$ cat config.mk
export PLATFORM = sky130hd
export DESIGN_NAME = mem_port_arbiter
export DESIGN_NICKNAME = d
export VERILOG_FILES = /design/src/rtl/mem_port_arbiter.sv
export SDC_FILE = /design/constraint.sdc
export NUM_CORES = 1
export LEC_CHECK = 0
export CAP_MARGIN = 20
export CORE_ASPECT_RATIO = 1.75
export CORE_UTILIZATION = 34
export CTS_BUF_LIST = sky130_fd_sc_hd__clkbuf_8
export DETAILED_ROUTE_END_ITERATION = 6
export PLACE_DENSITY = 0.69
export SYNTH_ARGS = -nofsm -noshare
export SYNTH_HDL_FRONTEND = slang
export SYNTH_SLANG_ARGS = --single-unit
$ cat constraint.sdc
create_clock -name clk -period 4 [get_ports clk]
set_input_delay 0.6 -clock clk [delete_from_list [all_inputs] [get_ports clk]]
set_output_delay 0.6 -clock clk [all_outputs]
set_load 0.005 [all_outputs]
$ cat src/rtl/mem_port_arbiter.sv
// Two-requester arbiter for the single cache-controller memory port.
// Each transaction takes one BUSY phase, then one DONE cycle in which ready/err pulses to the winner.
module mem_port_arbiter #(
   parameter int AW         = 32,
   parameter int DW         = 32,
   parameter int TIMEOUT    = 1023,
   parameter int FIXED_PRIO = 0
) (
   input  logic          clk,
   input  logic          rst,
   input  logic          p0_rd_en,
   input  logic          p0_wr_en,
   input  logic [AW-1:0] p0_address,
   input  logic [DW-1:0] p0_wdata,
   output logic [DW-1:0] p0_rdata,
   output logic          p0_ready,
   output logic          p0_err,
   input  logic          p1_rd_en,
   input  logic          p1_wr_en,
   input  logic [AW-1:0] p1_address,
   input  logic [DW-1:0] p1_wdata,
   output logic [DW-1:0] p1_rdata,
   output logic          p1_ready,
   output logic          p1_err,
   output logic          mem_rd_en,
   output logic          mem_wr_en,
   output logic [AW-1:0] mem_address,
   output logic [DW-1:0] mem_wdata,
   input  logic [DW-1:0] mem_rdata,
   input  logic          mem_ready,
   output logic          grant,
   output logic          busy
);

   localparam int WW = (TIMEOUT > 0) ? $clog2(TIMEOUT + 1) : 1;
   localparam bit WDOG_EN = (TIMEOUT != 0);
   localparam logic [WW-1:0] WDOG_LAST = WW'(TIMEOUT - 1);
   localparam logic [WW-1:0] WDOG_MAX  = {WW{1'b1}};

   typedef enum logic [1:0] {
      IDLE = 2'd0,
      BUSY = 2'd1,
      DONE = 2'd2
   } state_t;

   state_t        state_r;
   state_t        state_nxt_s;
   logic          last_grant_r;
   logic [WW-1:0] wdog_r;
   logic          req0_s;
   logic          req1_s;
   logic          win_s;
   logic          win_rd_s;
   logic          win_wr_s;
   logic          take_s;
   logic          complete_s;
   logic          abort_s;

   // State register
   always_ff @(posedge clk or negedge rst) begin
      if (!rst) begin
         state_r <= IDLE;
      end else begin
         state_r <= state_nxt_s;
      end
   end

   // Next-state logic; the unused encoding falls back to IDLE
   always_comb begin
      state_nxt_s = IDLE;
      case (state_r)
         IDLE:    state_nxt_s = take_s ? BUSY : IDLE;
         BUSY:    state_nxt_s = (complete_s || abort_s) ? DONE : BUSY;
         DONE:    state_nxt_s = IDLE;
         default: state_nxt_s = IDLE;
      endcase
   end

   // Arbitration and transaction events
   always_comb begin
      req0_s = p0_rd_en | p0_wr_en;
      req1_s = p1_rd_en | p1_wr_en;
      win_s  = 1'b0;
      if (req0_s && !req1_s) begin
         win_s = 1'b0;
      end else if (!req0_s && req1_s) begin
         win_s = 1'b1;
      end else if (FIXED_PRIO != 0) begin
         win_s = 1'b0;
      end else begin
         win_s = ~last_grant_r;
      end
      win_rd_s   = win_s ? p1_rd_en : p0_rd_en;
      win_wr_s   = win_s ? p1_wr_en : p0_wr_en;
      take_s     = (state_r == IDLE) && (req0_s || req1_s);
      complete_s = (state_r == BUSY) && mem_ready;
      abort_s    = (state_r == BUSY) && !mem_ready && WDOG_EN && (wdog_r == WDOG_LAST);
   end

   // Registered command, response and watchdog datapath
   always_ff @(posedge clk or negedge rst) begin
      if (!rst) begin
         p0_rdata     <= {DW{1'b0}};
         p1_rdata     <= {DW{1'b0}};
         p0_ready     <= 1'b0;
         p1_ready     <= 1'b0;
         p0_err       <= 1'b0;
         p1_err       <= 1'b0;
         mem_rd_en    <= 1'b0;
         mem_wr_en    <= 1'b0;
         mem_address  <= {AW{1'b0}};
         mem_wdata    <= {DW{1'b0}};
         grant        <= 1'b0;
         busy         <= 1'b0;
         last_grant_r <= 1'b1;
         wdog_r       <= {WW{1'b0}};
      end else begin
         p0_ready <= 1'b0;
         p1_ready <= 1'b0;
         p0_err   <= 1'b0;
         p1_err   <= 1'b0;
         busy     <= (state_nxt_s == BUSY) || (state_nxt_s == DONE);
         if (take_s) begin
            grant        <= win_s;
            last_grant_r <= win_s;
            mem_address  <= win_s ? p1_address : p0_address;
            mem_wdata    <= win_s ? p1_wdata : p0_wdata;
            mem_wr_en    <= win_wr_s;
            mem_rd_en    <= win_rd_s & ~win_wr_s;
            wdog_r       <= {WW{1'b0}};
         end else if (complete_s) begin
            if (mem_rd_en && grant) begin
               p1_rdata <= mem_rdata;
            end else if (mem_rd_en) begin
               p0_rdata <= mem_rdata;
            end
            mem_rd_en <= 1'b0;
            mem_wr_en <= 1'b0;
            p1_ready  <= grant;
            p0_ready  <= ~grant;
         end else if (abort_s) begin
            mem_rd_en <= 1'b0;
            mem_wr_en <= 1'b0;
            p1_err    <= grant;
            p0_err    <= ~grant;
         end else if (state_r == BUSY) begin
            // Saturate so a disabled watchdog never wraps
            if (wdog_r != WDOG_MAX) begin
               wdog_r <= wdog_r + WW'(1'b1);
            end
         end else begin
            mem_rd_en <= 1'b0;
            mem_wr_en <= 1'b0;
         end
      end
   end

endmodule

# [Yosys cells after proc, flatten, opt, wreduce, memory -nomap -nowiden]
# Index checks and enable logic that the tools add are counted.
[op_classes] bitwise=8 n_mux=29 reduce_logical=19 n_addsub=1 eq_ne=8
[op_table] operator="$mux 32" n=2
[op_table] operator="$mux 10" n=5
[op_table] operator="$mux 1" n=20
[op_table] operator="$add 10x1->10 const B" n=1
[op_table] operator="$eq 10x10->1 const B" n=1
[op_table] operator="$ne 10x10->1 const B" n=1
[op_table] operator="$reduce_and 4->1" n=2
[op_table] operator="$logic_and 1x1->1" n=7
[op_table] operator="$not 1->1" n=5
[op_table] operator="$eq 2x1->1 const B" n=2
[op_table] operator="$ne 2x2->1 const B" n=2
[op_table] operator="$ne 4x4->1 const B" n=1
[op_table] operator="$pmux 2 s2" n=1
[op_table] operator="$reduce_bool 2->1" n=2
[op_table] operator="$logic_not 1->1" n=3
[op_table] operator="$logic_or 1x1->1" n=3
[op_table] operator="$reduce_and 3->1" n=1
[op_table] operator="$eq 2x2->1 const B" n=1
[op_table] operator="$logic_not 2->1" n=1
[op_table] operator="$mux 2" n=1
[op_table] operator="$or 1x1->1" n=2
[op_table] operator="$and 1x1->1" n=1
[word_totals] out_inout_bits=136 wordCells=80 register_bits=149 in_bits=167

# [Depth between registers and ports, before layout]
[depth] ltp_word=9 mapped_depth=6

# [Worst setup path before layout]
# No wires, ideal clock.
[synth_path] kind="input to register" start="input port p1_wr_en" end="register mem_address[0]" t_required_ps=3878 t_arrival_ps=1647 stages=6 setup_slack_ps=2230 path_buffers=2 path_cell_list="or2_1 maj3_1 buf_2 buf_1 nand2_1 a21oi_1"
[synth_via] elab_chain_cells=5 elab_cells_between_ends=9 cone_classes="mux: 3; bitwise: 1; reduce/logical: 5"
[synth_lines] element="from (decl)" line_no="19" text="input logic p1_wr_en,"
[synth_lines] element="$or 1x1->1 (*)" line_no="82" text="req1_s = p1_rd_en | p1_wr_en;"
[synth_lines] element="$logic_and 1x1->1 / $logic_not 1->1 (equally long branches)" line_no="86, 84"
[synth_lines] element="$mux 1 / $logic_and 1x1->1 (equally long branches)" line_no="86, 84"
[synth_lines] element="$mux 1" line_no="84" text="if (req0_s && !req1_s) begin"
[synth_lines] element="$mux 32" line_no="126" text="mem_address <= win_s ? p1_address : p0_address;"
[synth_lines] element="to (signal assigned)" line_no="111" text="mem_address <= {AW{1'b0}};"
[synth_lines] element="to (signal assigned)" line_no="126"
[synth_lines] element="to (decl)" line_no="27" text="output logic [AW-1:0] mem_address,"
# Mark *: on every way between the ends. The rest lies on a longest branch, timed or not.
# A chain may end at the register's enable or synchronous reset.

# [Final worst setup path]
[layout_path] start="input port p1_wr_en" end="register mem_wdata[14]"
[layout_via] elab_chain_cells=5 elab_cells_between_ends=9 cone_classes="mux: 3; bitwise: 1; reduce/logical: 5"
[layout_lines] element="$or 1x1->1 (*)" line_no="82"
[layout_lines] element="$logic_and 1x1->1 / $logic_not 1->1 (equally long branches)" line_no="86, 84"
[layout_lines] element="$mux 1 / $logic_and 1x1->1 (equally long branches)" line_no="86, 84"
[layout_lines] element="$mux 1" line_no="84"
[layout_lines] element="$mux 32" line_no="127" text="mem_wdata <= win_s ? p1_wdata : p0_wdata;"
[layout_lines] element="to (signal assigned)" line_no="112" text="mem_wdata <= {DW{1'b0}};"
[layout_lines] element="to (signal assigned)" line_no="127"
[layout_lines] element="to (decl)" line_no="28" text="output logic [DW-1:0] mem_wdata,"
# Marks and branches as above.

==> results list <==
- Post-route DRC: 0
- The synthesized design devotes to its leading area cell type 59.3% of total area.
* GR Overflow Total: 0
- Later-pin clock latency in the skew report: 0.46 ns
- After technology mapping, the gate count stands at 581.
- Starting Density: 34.8%
- Total Power: 6.97 mW
- For the final database, setup skew stands at 0.0192 ns.
- Mean post-synth cell area: 10.8 um2
- Sw Pwr: 2.27 mW
* Max_cap viols: 0
* Clock share of power: 18.7%
* Clock transition at the register clock pins on the worst setup and hold paths after CTS: 0.08 ns
- Clock tree synthesis selected as its root buffer the cell sky130_fd_sc_hd__clkbuf_8.
- Cells fill 55.4% of the core in the end.
- Of all cell types, the one taking the most synthesized area is sky130_fd_sc_hd__dfrtp_1.
- For this run, the detailed router's first-pass iteration total came to 6.
- Number of vias per cell: 4.90
- For this run, the number of standard cells in the final layout without fillers is 1,124.
* Floorplan row count: 65
* P per Cell Area: 701 nW/um2
* CTS H-tree depth: 4
- Data required time of the worst path: 4.38 ns
* Synthesis-to-finish area growth: 59.3%
- Along the worst path, the maximum fanout reaches 50.
- In the layout the commonest cells are 301 x sky130_fd_sc_hd__clkdlybuf4s50_1, 148 x sky130_fd_sc_hd__dfrtp_1, 134 x sky130_fd_sc_hd__a21oi_1, 75 x sky130_fd_sc_hd__nor2_1, 70 x sky130_fd_sc_hd__nand2_1.
- The synthesized design contains 149 register bits.
- Total of cells resized after clock tree synthesis: 0
- Total number of clock tree sinks: 149
- Sequential cells account for 36.4% of the total power.
- Switching part of the total power: 32.6%
- The net count of the finished layout is 1,044.
* Number of endpoints failing setup at the final stage: 0
- The max-slew violation total from the final report is 0.
* Unrepaired setup endpoints after global routing: no
* Design internal power: 4.70 mW
* I/O pin count: 303
* First-pass GRT wire length: 30,900 um
* Count of final hold-check violations: 0
* Core area: 18,000 um2
* Chip Width: 104 um
- At the worst endpoint, the arrival time is 2.83 ns.
- Critical path launch point type: input pin
- After detailed placement, the design holds a cell count of 1,090.
- STA classifies the critical path endpoint as a flip-flop.
- The final critical path takes up 61.4% of the cycle.
- Standby leakage power: 4.21 nW
* Layout fillers: 1,605
- Port bufs: 302
- TritonCTS built the clock tree.
* Unique cell type count in the Yosys netlist: 42
* Total Die Area: 18,900 um2
- Biggest area contributors in the synthesized netlist: sky130_fd_sc_hd__dfrtp_1 59%, sky130_fd_sc_hd__a21oi_1 11%, sky130_fd_sc_hd__mux2_2 8.7%
* WL per Instance: 17.3 um
- Floorplan die height: 181 um
- The congestion estimate from routability-driven global placement came to 0.872.
- Critical R2R Launch: last_grant_r$_DFFE_PN1N_
- Largest net degree at the start of global routing: 83
- Global routing consumed, over all layers together, 21.3% of the routing resources.
- Top achievable clock speed: 407 MHz
- The initial antenna violation count was 1.
- Number of CTS-inserted buffers: 17
- Most common cell after layout, fill and taps aside: sky130_fd_sc_hd__clkdlybuf4s50_1
- Relative slew margins: 36.1%
- Setup slack, reg-to-reg: 1.86 ns
- Hold/Removal Path Class: in -> async
- The worst-case IR drop observed on VDD is 0.544 mV.
* Share of cells above drive strength 1: 10.7%
- Sequential share of the synthesized area: 59.7%
- The routed design could run at a clock period as short as 2.45 ns.
- Fin Hold WS: 0.203 ns
* Post-CTS Repair Setup Buffers: 0
* HPWL Detailed: 14,000 um
- Run status: finished, final reports clean
- Count of synthesis-stage warnings from yosys: 0
- Initial DRC Count: 206
* Post-synthesis instance area: 6250 um2
* Vias in the first global route: 5,651
- Number of cells on the worst reg-to-reg path: 4
- For this block, the via count after detailed routing is 5,507.
- The setup path with the least slack is of type in -> reg.
- Post-cts hold buffer count: 0
- Syn nets: 750
- In the final timing run, aggregate negative setup slack is 0 ns.
- Wires add up to 19,500 um.
- The clock passes through at most 2 buffers.
* Part of the total power dissipated in combinational logic: 44.9%
* Final antenna-violating net count: 0
* Endpoint of the most critical register-to-register path: mem_wdata[14]$_DFFE_PN0N_
* Least-Margin Pin Slew: 0.959 ns
## synthesized netlist by cell type, drive strengths merged
cell type and number:
a21boi 1, a21o 1, a21oi 134, a22o 1
and2 2, and3 3, and3b 1, buf 28
clkbuf 7, dfrtp 148, dfstp 1, ha 2
inv 2, maj3 2, mux2 64, nand2 70
nand2b 3, nand3 1, nand4 3, nor2 75
nor2b 1, nor3 1, nor3b 2, nor4 1
o2111ai 1, o211ai 5, o21a 2, o21ai 6
o2bb2ai 1, o31a 1, o31ai 4, or2 2
or3 2, or4 1, xor2 2
## routing by layer
| layer | vias to the layer above | wire [um] | track usage (%) |
|---|---|---|---|
| li1 | 2595 | - | - |
| met1 | 2633 | 7220 | 23.5 |
| met2 | 234 | 10300 | 36.9 |
| met3 | 45 | 1220 | 6.02 |
| met4 | 0 | 732 | 11.3 |
| met5 | - | 0 | 0 |
## area by class of cell
class,instances,area [um2],share of cell area (%)
Sequential cell,149,3730,37.5
Timing Repair Buffer,310,3110,31.2
Inverter,2,7.51,0.0755
Clock inverter,15,199,2.00
Multi-Input combinational cell,395,2370,23.8
Clock buffer,17,234,2.35
Tap cell,234,293,2.94
Antenna cell,2,5.00,0.0503
## flip-flops by register name, summed over array words and instances (netlist names)
name / flops
mem_wr_en: 1
last_grant_r: 1
wdog_r: 10
state_r: 2
p1_rdata: 32
grant: 1
mem_rd_en: 1
p0_rdata: 32
mem_wdata: 32
p0_err: 1
p1_ready: 1
p1_err: 1
mem_address: 32
p0_ready: 1
busy: 1
## critical path, cell delays in order
cell                              delay [ns]
sky130_fd_sc_hd__clkdlybuf4s50_1        0.46
sky130_fd_sc_hd__nor2_1                 0.25
sky130_fd_sc_hd__maj3_2                 0.89
sky130_fd_sc_hd__buf_4                  0.36
sky130_fd_sc_hd__a21oi_1                0.09
sky130_fd_sc_hd__a21oi_1                0.17
## metrics by stage
stage	area (um2)	setup slack (ns)
after floorplan	6250	2.23
after global placement	9510	1.12
after detailed placement	9510	1.04
after CTS	9940	1.54
after global routing	9950	1.41
final	9950	1.55
## worst max-delay path by stage
stage | startpoint | endpoint | slack [ns] | cells after the start
finish | p1_wr_en | mem_wdata[14]$_DFFE_PN0N_ | 1.55 | 6
floorplan | p1_wr_en | mem_address[0]$_DFFE_PN0N_ | 2.23 | 6
detailed placement | p1_wr_en | mem_address[4]$_DFFE_PN0N_ | 1.04 | 6
global route | p1_wr_en | mem_wdata[19]$_DFFE_PN0N_ | 1.41 | 6
global placement | p1_wr_en | mem_wdata[0]$_DFFE_PN0N_ | 1.12 | 6
CTS | p1_wr_en | mem_wdata[14]$_DFFE_PN0N_ | 1.54 | 6
## power groups by stage
stage	clock (mW)	combinational (mW)	sequential [mW]
floorplan	0	1.24	2.58
global placement	0	3.13	2.54
detailed placement	0	3.18	2.56
CTS	1.34	3.18	2.54
global route	1.42	3.42	2.63
finish	1.30	3.13	2.54
## logic make-up after synthesis
| family | share of synthesized area, % |
|---|---|
| flops | 59.7 |
| fa+ha+maj | 0.741 |
| mux | 11.5 |
| xor+xnor | 0.280 |
| compound gates | 13.6 |
| buf+inv | 2.68 |
| simple gates | 11.5 |
No activity file was read; power rests on OpenSTA's default activity.
